**src/rtl/cpu_pkg.sv**
```systemverilog
// cpu_pkg: opcode table, operation-class helpers and sequencer state encoding.
// Defining MULDIV_EN adds MUL/DIV to the legal opcode set.
package cpu_pkg;

    localparam logic [4:0] OP_NONE = 5'b00000;
    localparam logic [4:0] OP_ADD  = 5'b00011;
    localparam logic [4:0] OP_SUB  = 5'b00100;
    localparam logic [4:0] OP_AND  = 5'b00101;
    localparam logic [4:0] OP_OR   = 5'b00110;
    localparam logic [4:0] OP_ROR  = 5'b00111;
    localparam logic [4:0] OP_ROL  = 5'b01000;
    localparam logic [4:0] OP_SHR  = 5'b01001;
    localparam logic [4:0] OP_SHRA = 5'b01010;
    localparam logic [4:0] OP_SHL  = 5'b01011;
    localparam logic [4:0] OP_MUL  = 5'b01110;
    localparam logic [4:0] OP_DIV  = 5'b01111;
    localparam logic [4:0] OP_NEG  = 5'b10000;
    localparam logic [4:0] OP_NOT  = 5'b10001;

`ifdef MULDIV_EN
    localparam bit MULDIV_SUPPORTED = 1'b1;
`else
    localparam bit MULDIV_SUPPORTED = 1'b0;
`endif

    typedef enum logic [2:0] {
        IDLE,
        T_Y,
        T_ALU,
        T_WB,
        T_HI,
        T_ERR
    } seq_state_t;

    // Unary ops take their single operand from rb and skip the Y load.
    function automatic logic is_unary(input logic [4:0] opc);
        return (opc == OP_NEG) || (opc == OP_NOT);
    endfunction

    function automatic logic is_muldiv(input logic [4:0] opc);
        return MULDIV_SUPPORTED && ((opc == OP_MUL) || (opc == OP_DIV));
    endfunction

    function automatic logic is_legal(input logic [4:0] opc);
        logic legal;
        case (opc)
            OP_ADD, OP_SUB, OP_AND, OP_OR, OP_ROR, OP_ROL,
            OP_SHR, OP_SHRA, OP_SHL, OP_NEG, OP_NOT: legal = 1'b1;
            OP_MUL, OP_DIV:                          legal = MULDIV_SUPPORTED;
            default:                                 legal = 1'b0;
        endcase
        return legal;
    endfunction

endpackage

```
**src/rtl/alu_sequencer_if.sv**
```systemverilog
// Request and datapath-strobe bundle between the controller and the register/ALU datapath.
interface alu_sequencer_if;

    logic        start;
    logic [4:0]  opcode;
    logic [3:0]  ra;
    logic [3:0]  rb;
    logic [3:0]  rc;

    logic [15:0] Rout;
    logic [15:0] Rin;
    logic        Yin;
    logic        Zlowin;
    logic        ZHighin;
    logic        Zlowout;
    logic        Zhighout;
    logic        HIin;
    logic        LOin;
    logic [4:0]  op;
    logic        busy;
    logic        done;
    logic        err;

    modport master (
        output start, opcode, ra, rb, rc,
        input  Rout, Rin, Yin, Zlowin, ZHighin, Zlowout, Zhighout, HIin, LOin,
        input  op, busy, done, err
    );

    modport slave (
        input  start, opcode, ra, rb, rc,
        output Rout, Rin, Yin, Zlowin, ZHighin, Zlowout, Zhighout, HIin, LOin,
        output op, busy, done, err
    );

endinterface

```
**src/rtl/dec4to16.sv**
```systemverilog
// 4-to-16 one-hot decoder with enable; all outputs low when disabled.
module dec4to16 (
    input  logic [3:0]  idx,
    input  logic        en,
    output logic [15:0] onehot
);

    always_comb begin
        onehot = '0;
        if (en) begin
            onehot[idx] = 1'b1;
        end
    end

endmodule

```
**src/rtl/alu_sequencer.sv**
```systemverilog
// Control-step sequencer for one register-register ALU operation on a single-bus datapath.
// MULDIV_EN enables MUL/DIV and the T_HI write-back step; otherwise those opcodes are illegal.
module alu_sequencer
    import cpu_pkg::*;
(
    input logic            Clock,
    input logic            clear,
    alu_sequencer_if.slave bus
);

    seq_state_t  state;
    seq_state_t  state_next;
    logic [4:0]  opcode_q;
    logic [3:0]  ra_q;
    logic [3:0]  rb_q;
    logic [3:0]  rc_q;
    logic        err_q;
    logic        accept;
    logic        rout_en;
    logic        rin_en;
    logic [3:0]  rout_sel;
    logic [15:0] rout_onehot;
    logic [15:0] rin_onehot;

    assign accept = (state == IDLE) && bus.start;

    always_ff @(posedge Clock or negedge clear) begin
        if (!clear) begin
            state <= IDLE;
        end else begin
            state <= state_next;
        end
    end

    // Operands are captured once at acceptance so the bus inputs may change mid-operation.
    always_ff @(posedge Clock or negedge clear) begin
        if (!clear) begin
            opcode_q <= OP_NONE;
            ra_q     <= '0;
            rb_q     <= '0;
            rc_q     <= '0;
            err_q    <= 1'b0;
        end else if (accept) begin
            opcode_q <= bus.opcode;
            ra_q     <= bus.ra;
            rb_q     <= bus.rb;
            rc_q     <= bus.rc;
            err_q    <= !is_legal(bus.opcode);
        end
    end

    always_comb begin
        state_next = state;
        case (state)
            IDLE: begin
                if (bus.start) begin
                    if (!is_legal(bus.opcode)) begin
                        state_next = T_ERR;
                    end else if (is_unary(bus.opcode)) begin
                        state_next = T_ALU;
                    end else begin
                        state_next = T_Y;
                    end
                end
            end
            T_Y:     state_next = T_ALU;
            T_ALU:   state_next = T_WB;
            T_WB:    state_next = is_muldiv(opcode_q) ? T_HI : IDLE;
`ifdef MULDIV_EN
            T_HI:    state_next = IDLE;
`endif
            default: state_next = IDLE;
        endcase
    end

    // Strobes depend only on the state and the captured operands, never on live inputs.
    always_comb begin
        rout_en      = 1'b0;
        rout_sel     = rb_q;
        rin_en       = 1'b0;
        bus.Yin      = 1'b0;
        bus.Zlowin   = 1'b0;
        bus.ZHighin  = 1'b0;
        bus.Zlowout  = 1'b0;
        bus.Zhighout = 1'b0;
        bus.HIin     = 1'b0;
        bus.LOin     = 1'b0;
        bus.op       = OP_NONE;
        bus.done     = 1'b0;
        case (state)
            T_Y: begin
                rout_en = 1'b1;
                bus.Yin = 1'b1;
            end
            T_ALU: begin
                rout_en     = 1'b1;
                rout_sel    = is_unary(opcode_q) ? rb_q : rc_q;
                bus.op      = opcode_q;
                bus.Zlowin  = 1'b1;
                bus.ZHighin = 1'b1;
            end
            T_WB: begin
                bus.Zlowout = 1'b1;
                if (is_muldiv(opcode_q)) begin
                    bus.LOin = 1'b1;
                end else begin
                    rin_en   = 1'b1;
                    bus.done = 1'b1;
                end
            end
`ifdef MULDIV_EN
            T_HI: begin
                bus.Zhighout = 1'b1;
                bus.HIin     = 1'b1;
                bus.done     = 1'b1;
            end
`endif
            T_ERR: begin
                bus.done = 1'b1;
            end
            default: begin
            end
        endcase
    end

    dec4to16 u_rout_dec (
        .idx    (rout_sel),
        .en     (rout_en),
        .onehot (rout_onehot)
    );

    dec4to16 u_rin_dec (
        .idx    (ra_q),
        .en     (rin_en),
        .onehot (rin_onehot)
    );

    assign bus.Rout = rout_onehot;
    assign bus.Rin  = rin_onehot;
    assign bus.busy = (state != IDLE);
    assign bus.err  = err_q;

endmodule

```
**src/flat_wrapper.sv**
```systemverilog
// flat-port wrapper written by rule: the top's interface ports become plain ports
module alu_sequencer_flat import cpu_pkg::*;
  (Clock, clear, bus_start, bus_opcode, bus_ra, bus_rb, bus_rc, bus_Rout, bus_Rin, bus_Yin, bus_Zlowin, bus_ZHighin, bus_Zlowout, bus_Zhighout, bus_HIin, bus_LOin, bus_op, bus_busy, bus_done, bus_err);
  alu_sequencer_if bus_i ();
  input logic Clock;
  input logic clear;
  input wire logic [$bits(bus_i.start)-1:0] bus_start;
  input wire logic [$bits(bus_i.opcode)-1:0] bus_opcode;
  input wire logic [$bits(bus_i.ra)-1:0] bus_ra;
  input wire logic [$bits(bus_i.rb)-1:0] bus_rb;
  input wire logic [$bits(bus_i.rc)-1:0] bus_rc;
  output wire logic [$bits(bus_i.Rout)-1:0] bus_Rout;
  output wire logic [$bits(bus_i.Rin)-1:0] bus_Rin;
  output wire logic [$bits(bus_i.Yin)-1:0] bus_Yin;
  output wire logic [$bits(bus_i.Zlowin)-1:0] bus_Zlowin;
  output wire logic [$bits(bus_i.ZHighin)-1:0] bus_ZHighin;
  output wire logic [$bits(bus_i.Zlowout)-1:0] bus_Zlowout;
  output wire logic [$bits(bus_i.Zhighout)-1:0] bus_Zhighout;
  output wire logic [$bits(bus_i.HIin)-1:0] bus_HIin;
  output wire logic [$bits(bus_i.LOin)-1:0] bus_LOin;
  output wire logic [$bits(bus_i.op)-1:0] bus_op;
  output wire logic [$bits(bus_i.busy)-1:0] bus_busy;
  output wire logic [$bits(bus_i.done)-1:0] bus_done;
  output wire logic [$bits(bus_i.err)-1:0] bus_err;
  assign bus_i.start = bus_start;
  assign bus_i.opcode = bus_opcode;
  assign bus_i.ra = bus_ra;
  assign bus_i.rb = bus_rb;
  assign bus_i.rc = bus_rc;
  assign bus_Rout = bus_i.Rout;
  assign bus_Rin = bus_i.Rin;
  assign bus_Yin = bus_i.Yin;
  assign bus_Zlowin = bus_i.Zlowin;
  assign bus_ZHighin = bus_i.ZHighin;
  assign bus_Zlowout = bus_i.Zlowout;
  assign bus_Zhighout = bus_i.Zhighout;
  assign bus_HIin = bus_i.HIin;
  assign bus_LOin = bus_i.LOin;
  assign bus_op = bus_i.op;
  assign bus_busy = bus_i.busy;
  assign bus_done = bus_i.done;
  assign bus_err = bus_i.err;
  alu_sequencer u_core (.Clock(Clock), .clear(clear), .bus(bus_i));
endmodule
```
**config.mk**
```make
export PLATFORM = sky130hd
export DESIGN_NAME = alu_sequencer_flat
export DESIGN_NICKNAME = d
export VERILOG_FILES = /design/src/rtl/cpu_pkg.sv /design/src/rtl/alu_sequencer_if.sv /design/src/rtl/dec4to16.sv /design/src/rtl/alu_sequencer.sv /design/src/flat_wrapper.sv
export SDC_FILE = /design/constraint.sdc
export NUM_CORES = 1
export LEC_CHECK = 0
export BUFFER_PORTS_ARGS = -buffer_cell sky130_fd_sc_hd__buf_2
export CORE_ASPECT_RATIO = 1.2
export CORE_MARGIN = 10
export CORE_UTILIZATION = 48
export DETAILED_ROUTE_END_ITERATION = 7
export MAX_ROUTING_LAYER = met4
export PLACE_DENSITY = 0.83
export SETUP_SLACK_MARGIN = 0.3
export SLEW_MARGIN = 20
export SYNTH_ARGS = -nofsm -noshare
export SYNTH_HDL_FRONTEND = slang
export SYNTH_HIERARCHICAL = 1
export SYNTH_SLANG_ARGS = --single-unit
```
**constraint.sdc**
```tcl
create_clock -name Clock -period 4.7 [get_ports Clock]
set_input_delay 1.41 -clock Clock [delete_from_list [all_inputs] [get_ports Clock]]
set_output_delay 1.41 -clock Clock [all_outputs]
set_load 0.02 [all_outputs]
```
==> metrics.csv, run 1 <==
metric,value,unit
synth-edff-count,0,
setup_ws,576,ps
crit_chain,"or3b_4, nor2_2, mux2_2, or3b_4, nor3_2, buf_2",
finalCritPeriodShare,87.7,%
hold_class,flip-flop to flip-flop,
r2r_slack,3080,ps
stdcell_area,1620,sq um
worst_setup_path_end_kind,primary output,
start_util,50.3,%
clockBufferDepth,2,
nFillCells,250,
setup-tns-final,0,ps
finalClockSkew,14.7,ps
gp_congestion,0.862,
port_buffers,63,
drc,0,
regArea,526,sq um
grt_pass1_vias,1315,
ys_async_sr_fraction,100,%
final_max_slew_viol_count,0,
period_needed,4120,ps
cts_buffers,3,
grt_first_pass_wirelength,5880,microns
crit_type,flip-flop to primary output,
ys_types,29,
maxCapViolations,0,
synthCells,165,
grtUsageTotal,13.9,%
grt_max_degree,22,
required,3290,ps
core,2550,sq um
vias_per_cell,5.07,
path_max_fanout,14,
endpoint,bus_Rout[0],
worst_path_most_repeated_cell,or3b_4,
synth_flop_cell,dfrtp_1,
status,completed,
layout_common_cells,"63 x buf_2, 56 x nand2_1, 26 x nor2_1",
finalSetupViolCount,0,
hpwlAfterDp,2900,microns
cts_resized,0,
vias,1314,
first_pass_iters,4,
hold_viol,0,
clock_latency,320,ps
placed_area,1590,sq um
r2r-end,u_core/bus.err$_DFFE_PN0P_,
cts_root_buffer,clkbuf_4,
clkTransAtPathRegs,130,ps
antenna_found_initial,0,
multi_input_area,697,sq um
ys_ff_latch,21,
wl_per_cell,14.0,microns
fp.dieH,76.7,microns
rsz0062_at_grt,no,
vdd_ir_drop_max,0.348,mV
fmaxAchievable,243,MHz
drt-initial-drc-count,62,
r2r-start,u_core/state[1]$_DFFE_PN0P_,
pin_count,67,
dp_slack,942,ps
die_area,5160,sq um
cts_sinks,21,
cts_tree,done,
std_cell_rows,20,
final_nets,247,
gr-total-overflow,0,
max_stage_delay,610,ps
setup.worst_path.start,u_core/state[1]$_DFFE_PN0P_,
area_growth_syn_to_layout,26.2,%
p_leak,0.928,nW
final_common_cell,buf_2,
worstSetupStartpointType,flip-flop,
diodes,0,
cts_setup_buffers,0,
powerDensity,643,nW/um^2
yosysWarnings,6,
arrival,2710,ps
wirelength,3620,microns
drive_gt1_share,36.7,%
syn-cell-area,1280,sq um
htree_levels,1,
hold_buffers,0,
synth_seq_area_share,40.9,%
die_w,67.2,microns
ant_nets,0,
r2r_cells,2,
critPathSlowestCell,dfrtp_1,
syn_area_per_cell,7.79,sq um
==> sequential cells by signal, indices dropped and copies added (netlist names) <==
name / flops
u_core/rc_q: 4
u_core/opcode_q: 5
u_core/rb_q: 4
u_core/bus.err: 1
u_core/state: 3
u_core/ra_q: 4
==> where the power goes <==
part / switching [mW] / internal, mW / total [mW]
registers: 0.0879 / 0.263 / 0.351
logic: 0.380 / 0.223 / 0.603
clock network: 0.0574 / 0.0319 / 0.0892
==> how the worst min path moves through the flow <==
stage,startpoint,slack (ps),to,depth (start not counted)
finish,u_core/rb_q[0]$_DFFE_PN0P_,490,u_core/rb_q[0]$_DFFE_PN0P_,2
global route,u_core/rc_q[1]$_DFFE_PN0P_,520,u_core/rc_q[1]$_DFFE_PN0P_,2
CTS,u_core/rb_q[0]$_DFFE_PN0P_,490,u_core/rb_q[0]$_DFFE_PN0P_,2
detailed placement,u_core/rb_q[0]$_DFFE_PN0P_,460,u_core/rb_q[0]$_DFFE_PN0P_,2
global placement,u_core/opcode_q[0]$_DFFE_PN0P_,450,u_core/opcode_q[0]$_DFFE_PN0P_,2
floorplan,u_core/opcode_q[0]$_DFFE_PN0P_,440,u_core/opcode_q[0]$_DFFE_PN0P_,2
==> layer usage <==
layer  wire length, microns  up-vias  global-route usage, %
li1                       -      658                      -
met1                   1350      615                   13.8
met2                   1920       36                   25.1
met4                     31        0                   3.50
met3                    319        5                   4.07
met5                      0        -                      -
==> synthesized netlist by cell type, types with 2 or more instances <==
cell / instances / area, sq um
or3b_4: 3 / 33.8
buf_4: 5 / 37.5
a211oi_1: 2 / 15.0
nand3_1: 2 / 10.0
nor2_1: 26 / 97.6
o21ai_0: 2 / 10.0
nor2_2: 2 / 12.5
nor3_1: 8 / 40.0
dfrtp_1: 21 / 526
nor3_2: 2 / 20.0
mux2_2: 4 / 45.0
inv_1: 2 / 7.51
nand2b_1: 6 / 37.5
nand3b_1: 4 / 30.0
and3_1: 5 / 31.3
nand2_1: 56 / 210
a21oi_1: 2 / 10.0
nor4b_1: 2 / 17.5
==> layout make-up <==
class	count	area share, %
inverter	2	0.463
sequential	21	32.4
multi-input combinational	135	43.0
timing repair buffer	64	19.9
tap	33	2.55
clock buffer	3	1.39
clock inverter	1	0.309
==> kinds of logic (layout without fill, tap and decap cells) <==
group	count (synthesis)	in the layout	share of synthesized area, %
AO/OA/AOI/OAI	7	7	3.70
buffers and inverters	11	70	5.45
other	1	3	0.292
AND/OR/NAND/NOR	120	120	45.5
XOR/XNOR	1	1	0.682
multiplexers	4	4	3.51
flip-flops	21	21	40.9
==> stage by stage <==
stage | cells | hold slack (ps) | power (mW) | utilization (%)
6_report | 259 | 486 | 1.04 | 63.5
5_1_grt | 259 | 520 | 1.13 | 63.5
4_1_cts | 259 | 489 | 1.05 | 63.5
3_5_place_dp | 255 | 459 | 0.963 | 62.5
3_3_place_gp | 255 | 449 | 0.945 | 62.5
2_1_floorplan | 167 | 438 | 0.796 | -
==> critical path, delay by kind of cell, from the launching register on <==
| kind | cells | cell delay, ps |
|---|---|---|
| AND/OR/NAND/NOR | 4 | 1210 |
| flip-flops | 1 | 610 |
| multiplexers | 1 | 390 |
| buffers and inverters | 1 | 180 |
Note: power is estimated with default switching activity, not from simulation.
==> inputs of run 2 (changes only) <==
--- a/config.mk
+++ b/config.mk
@@ -8,10 +8,10 @@
 export BUFFER_PORTS_ARGS = -buffer_cell sky130_fd_sc_hd__buf_2
 export CORE_ASPECT_RATIO = 1.2
 export CORE_MARGIN = 10
-export CORE_UTILIZATION = 48
+export CORE_UTILIZATION = 40
 export DETAILED_ROUTE_END_ITERATION = 7
 export MAX_ROUTING_LAYER = met4
-export PLACE_DENSITY = 0.83
+export PLACE_DENSITY = 0.71
 export SETUP_SLACK_MARGIN = 0.3
 export SLEW_MARGIN = 20
 export SYNTH_ARGS = -nofsm -noshare
==> run 2 against run 1 <==
Against the previous run: cell area up 0.23%; clock-buffer cell count unchanged; via count down 3.7%; clock power down 3.8%; core utilization down 11 points; sequential share of layout area down 0.075 points; critical endpoint unchanged; global-route usage down 1.4 points.
==> metrics.csv, run 2 (synthesis results as in run 1) <==
metric,value,unit,change
status,completed,,unchanged
hpwlAfterDp,2920,microns,was 2900 microns
vias_per_cell,4.83,,was 5.07
worst_path_most_repeated_cell,or3b_4,,unchanged
p_sw_share,50.1,%,was 50.4%
powerDensity,639,nW/um^2,was 643 nW/um^2
pin_count,67,,unchanged
r2r_slack,3000,ps,was 3080 ps
hold_class,flip-flop to flip-flop,,unchanged
combPwrFrac,58.2,%,was 57.8%
worstSetupStartpointType,flip-flop,,unchanged
crit_chain,"or3b_4, nor2_2, mux2_2, or3b_4, nor3_2, buf_2",,unchanged
maxSlewHeadroom,52.9,%,
wl_per_cell,13.7,microns,was 14.0 microns
r2r-end,u_core/rb_q[1]$_DFFE_PN0P_,,was u_core/bus.err$_DFFE_PN0P_
grt_max_degree,22,,unchanged
clockPowerShare,8.3,%,was 8.6%
vias,1265,,was 1314
largest-register,u_core/opcode_q,,unchanged
finalSetupViolCount,0,,unchanged
gr-total-overflow,0,,unchanged
clockBufferDepth,2,,unchanged
required,3290,ps,about the same
hold_path_depth,2,,unchanged
grt_first_pass_wirelength,5980,microns,was 5880 microns
finalCritPeriodShare,87.1,%,was 87.7%
final_max_slew_viol_count,0,,unchanged
p_leak,0.928,nW,unchanged
port_buffers,63,,unchanged
hold_path_startpoint,u_core/opcode_q[0]$_DFFE_PN0P_,,was u_core/rb_q[0]$_DFFE_PN0P_
htree_levels,1,,unchanged
arrival,2680,ps,was 2710 ps
largest_reg_flops,5,,unchanged
pwr-share-seq,33.6,%,was 33.7%
cts_tree,done,,unchanged
gp_congestion,0.779,,was 0.862
clkTransAtPathRegs,120,ps,was 130 ps
stdcell_count,262,,was 259
drc,0,,unchanged
period_needed,4090,ps,was 4120 ps
std_cell_rows,22,,was 20
intPower,0.518,mW,about the same
die_w,71.7,microns,was 67.2 microns
rsz0062_at_grt,no,,unchanged
start_util,41.7,%,was 50.3%
vdd_ir_drop_max,0.302,mV,was 0.348 mV
fmaxAchievable,244,MHz,was 243 MHz
clock_latency,300,ps,was 320 ps
area_growth_syn_to_layout,26.5,%,was 26.2%
antenna_found_initial,0,,unchanged
ant_nets,0,,unchanged
r2r-start,u_core/state[1]$_DFFE_PN0P_,,unchanged
final_common_cell,buf_2,,unchanged
cts_root_buffer,clkbuf_4,,unchanged
hold_buffers,0,,unchanged
critPathSlowestCell,dfrtp_1,,unchanged
maxCapViolations,0,,unchanged
path_buf_inv,1,,unchanged
grt_pass1_vias,1262,,was 1315
r2r_cells,4,,was 2
path_max_fanout,14,,unchanged
first_pass_iters,4,,unchanged
drive_gt1_share,36.7,%,unchanged
net-switching-power,0.520,mW,was 0.525 mW
hold_end,u_core/opcode_q[0]$_DFFE_PN0P_,,was u_core/rb_q[0]$_DFFE_PN0P_
cts_buffers,3,,unchanged
placed_area,1600,sq um,was 1590 sq um
worst_setup_path_end_kind,primary output,,unchanged
total_power,1.04,mW,about the same
cts_resized,0,,unchanged
nFillCells,335,,was 250
core,3080,sq um,was 2550 sq um
drt-initial-drc-count,35,,was 62
hold_viol,0,,unchanged
diodes,0,,unchanged
setup-tns-final,0,ps,unchanged
layout_common_cells,"63 x buf_2, 56 x nand2_1, 26 x nor2_1",,unchanged
grtUsageTotal,12.4,%,was 13.9%
crit_type,flip-flop to primary output,,unchanged
final_nets,247,,unchanged
max_stage_delay,590,ps,was 610 ps
dp_cells,258,,was 255
tightest_slew,705,ps,
wirelength,3590,microns,was 3620 microns
die_area,5890,sq um,was 5160 sq um
cts_sinks,21,,unchanged
finalClockSkew,6.20,ps,was 14.7 ps
cpLargestDelayFamily,simple AND/OR/NAND/NOR gates,,unchanged
cts_setup_buffers,0,,unchanged
stdcell_area,1630,sq um,was 1620 sq um
fp.dieH,82.1,microns,was 76.7 microns
-- run 2: worst max path at each step --
stage / from / to / slack, ps / cells past startpoint
after floorplan: u_core/state[2]$_DFFE_PN0P_ / bus_Rout[1] / 1140 / 6
after global placement: u_core/state[1]$_DFFE_PN0P_ / bus_Rout[0] / 990 / 6
after detailed placement: u_core/state[1]$_DFFE_PN0P_ / bus_Rout[0] / 960 / 6
after CTS: u_core/state[1]$_DFFE_PN0P_ / bus_Rout[0] / 600 / 6
after global routing: u_core/state[1]$_DFFE_PN0P_ / bus_Rout[1] / 490 / 6
final: u_core/state[1]$_DFFE_PN0P_ / bus_Rout[0] / 610 / 6
-- run 2: power groups by stage --
stage	clock (mW)	combinational, mW	sequential (mW)
finish	0.0858	0.604	0.348
global route	0.0982	0.672	0.364
global placement	0	0.601	0.350
floorplan	0	0.469	0.328
CTS	0.0900	0.609	0.348
detailed placement	0	0.608	0.352
-- run 2: worst register-to-register path, stage by stage, from the launching register on --
cell     delay (ps)
dfrtp_1         530
nor4b_2         690
buf_4           290
nand2_1          70
nand2_1          50
-- run 2: metrics by stage --
step | worst slack, ps | utilization, % | hold WS, ps
2_1_floorplan | 1140 | - | 438
4_1_cts | 600 | 52.7 | 497
6_report | 609 | 52.7 | 491
3_5_place_dp | 956 | 51.8 | 467
3_3_place_gp | 993 | 51.8 | 456
5_1_grt | 490 | 52.7 | 513
-- run 2: layout make-up --
cell class,count,area (sq um),share of cell area [%]
repair buffers,64,323,19.9
clock inverters,1,5.00,0.308
flip-flops and latches,21,526,32.3
multi-input cells,135,697,42.9
well taps,36,45.0,2.77
inverters,2,7.51,0.462
clock buffers,3,22.5,1.39
-- run 2: metal layers --
layer,global-route usage [%],vias up,wire length (microns)
met5,-,-,0
met4,3.88,0,10
met3,3.46,2,244
met2,23.0,32,1930
met1,12.5,577,1410
li1,-,654,-
==> inputs of run 3 (changes only) <==
--- a/config.mk
+++ b/config.mk
@@ -6,7 +6,6 @@
 export NUM_CORES = 1
 export LEC_CHECK = 0
 export BUFFER_PORTS_ARGS = -buffer_cell sky130_fd_sc_hd__buf_2
-export CORE_ASPECT_RATIO = 1.2
 export CORE_MARGIN = 10
 export CORE_UTILIZATION = 40
 export DETAILED_ROUTE_END_ITERATION = 7
==> run 3 against run 2 <==
Against the previous run: sequential share of layout area down 0.17 points; global-route usage down 0.35 points; critical endpoint unchanged; critical path type unchanged; combinational power about the same; wire length about the same; cell area is 0.54% higher; via count is 0.24% lower; core utilization up 0.81 points; non-clock buffer count is the same.
==> metrics.csv, run 3 (synthesis results as in run 1) <==
metric,value,unit,change
hold_path_depth,2,,unchanged
status,completed,,unchanged
grt_pass1_vias,1257,,was 1262
final_common_cell,buf_2,,unchanged
combPwrFrac,58.2,%,about the same
core,3050,sq um,was 3080 sq um
drive_gt1_share,36.3,%,was 36.7%
htree_levels,1,,unchanged
pwr-share-seq,33.6,%,about the same
wl_per_cell,13.3,microns,was 13.7 microns
vdd_ir_drop_max,0.247,mV,was 0.302 mV
fp.dieH,76.7,microns,was 82.1 microns
finalClockSkew,2.07,ps,was 6.20 ps
grt_max_degree,22,,unchanged
drc,0,,unchanged
finalCritPeriodShare,86.9,%,was 87.1%
clkTransAtPathRegs,110,ps,was 120 ps
wirelength,3590,microns,about the same
arrival,2670,ps,was 2680 ps
cts_setup_buffers,0,,unchanged
r2r_slack,3020,ps,was 3000 ps
maxSlewHeadroom,56.5,%,was 52.9%
fmaxAchievable,245,MHz,was 244 MHz
die_w,76.7,microns,was 71.7 microns
final_nets,247,,unchanged
net-switching-power,0.518,mW,was 0.520 mW
maxCapViolations,0,,unchanged
layout_common_cells,"63 x buf_2, 56 x nand2_1, 26 x nor2_1",,unchanged
pin_count,67,,unchanged
diodes,0,,unchanged
hold_viol,0,,unchanged
dp_slack,949,ps,was 956 ps
setup_ws,617,ps,was 609 ps
finalSetupViolCount,0,,unchanged
regArea,526,sq um,unchanged
cts_resized,0,,unchanged
clockBufferDepth,2,,unchanged
tightest_slew,651,ps,was 705 ps
vias_per_cell,4.67,,was 4.83
vias,1262,,was 1265
intPower,0.519,mW,was 0.518 mW
powerDensity,635,nW/um^2,was 639 nW/um^2
path_max_fanout,14,,unchanged
clock_latency,290,ps,was 300 ps
total_power,1.04,mW,about the same
p_sw_share,49.9,%,was 50.1%
nFillCells,338,,was 335
hold_path_startpoint,u_core/rc_q[1]$_DFFE_PN0P_,,was u_core/opcode_q[0]$_DFFE_PN0P_
start_util,42.1,%,was 41.7%
drt-initial-drc-count,36,,was 35
final_max_slew_viol_count,0,,unchanged
port_buffers,63,,unchanged
cts_sinks,21,,unchanged
p_leak,0.925,nW,was 0.928 nW
hpwlAfterDp,2890,microns,was 2920 microns
crit_type,flip-flop to primary output,,unchanged
grtUsageTotal,12.1,%,was 12.4%
cts_buffers,3,,unchanged
period_needed,4080,ps,was 4090 ps
hold_class,flip-flop to flip-flop,,unchanged
die_area,5880,sq um,was 5890 sq um
gr-total-overflow,0,,unchanged
hold_buffers,0,,unchanged
largest-register,u_core/opcode_q,,unchanged
gp_congestion,0.757,,was 0.779
first_pass_iters,4,,unchanged
worst_setup_path_end_kind,primary output,,unchanged
ant_nets,0,,unchanged
r2r-end,u_core/rc_q[0]$_DFFE_PN0P_,,was u_core/rb_q[1]$_DFFE_PN0P_
rsz0062_at_grt,no,,unchanged
hold_end,u_core/rc_q[1]$_DFFE_PN0P_,,was u_core/opcode_q[0]$_DFFE_PN0P_
r2r_cells,4,,unchanged
largest_reg_flops,5,,unchanged
cts_tree,done,,unchanged
required,3290,ps,about the same
clockPowerShare,8.2,%,was 8.3%
setup-tns-final,0,ps,unchanged
antenna_found_initial,0,,unchanged
grt_first_pass_wirelength,6080,microns,was 5980 microns
area_growth_syn_to_layout,27.2,%,was 26.5%
std_cell_rows,20,,was 22
stdcell_count,270,,was 262
r2r-start,u_core/state[1]$_DFFE_PN0P_,,unchanged
dp_cells,266,,was 258
worstSetupStartpointType,flip-flop,,unchanged
cts_root_buffer,clkbuf_4,,unchanged
multi_input_area,697,sq um,unchanged
run 3: changes by cell type in the layout (fill, tap and decap cells not counted):
cell | previous run | this run
clkinv_2 | 1 | 0
clkbuf_1 | 0 | 1
run 3: final cells by class:
type	count	share of cell area, %
clock buffer	4	1.61
inverter	2	0.459
multi-input combinational	135	42.6
sequential	21	32.2
tap	44	3.37
timing repair buffer	64	19.8
run 3: per-layer routing:
metal  share of wire (%)  GRT usage (%)  vias to the layer above
met5                   0              -                        -
met1                  41           13.3                      572
met3                 6.7           3.73                        0
met2                  52           21.8                       35
met4                   0          0.558                        0
li1                    -              -                      655
run 3: power by group through the flow:
| stage | logic, mW | registers [mW] | clock network (mW) |
|---|---|---|---|
| detailed placement | 0.609 | 0.350 | 0 |
| global route | 0.674 | 0.361 | 0.0986 |
| finish | 0.604 | 0.349 | 0.0849 |
| global placement | 0.601 | 0.351 | 0 |
| floorplan | 0.469 | 0.328 | 0 |
| CTS | 0.613 | 0.348 | 0.0890 |
run 3: worst max-delay path by stage:
stage          slack (ps)          end  cells past startpoint                   startpoint
2_1_floorplan        1140  bus_Rout[1]                      6  u_core/state[2]$_DFFE_PN0P_
3_3_place_gp         1020  bus_Rout[0]                      6  u_core/state[1]$_DFFE_PN0P_
3_5_place_dp          950  bus_Rout[0]                      6  u_core/state[1]$_DFFE_PN0P_
4_1_cts               600  bus_Rout[0]                      6  u_core/state[1]$_DFFE_PN0P_
5_1_grt               470  bus_Rout[0]                      6  u_core/state[1]$_DFFE_PN0P_
6_report              620  bus_Rout[0]                      6  u_core/state[1]$_DFFE_PN0P_
run 3: worst max-delay path, cell delays in order, from the launching register on:
cell     delay, ps
dfrtp_1        580
or3b_4         460
nor2_2         220
mux2_2         400
or3b_4         430
nor3_2         110
buf_2          180
run 3: through the flow:
| step | hold WS [ps] | util, % | area [sq um] |
|---|---|---|---|
| 2_1_floorplan | 438 | - | 1290 |
| 4_1_cts | 495 | 53.5 | 1630 |
| 5_1_grt | 523 | 53.5 | 1630 |
| 6_report | 490 | 53.5 | 1630 |
| 3_3_place_gp | 456 | 52.7 | 1610 |
| 3_5_place_dp | 458 | 52.7 | 1610 |
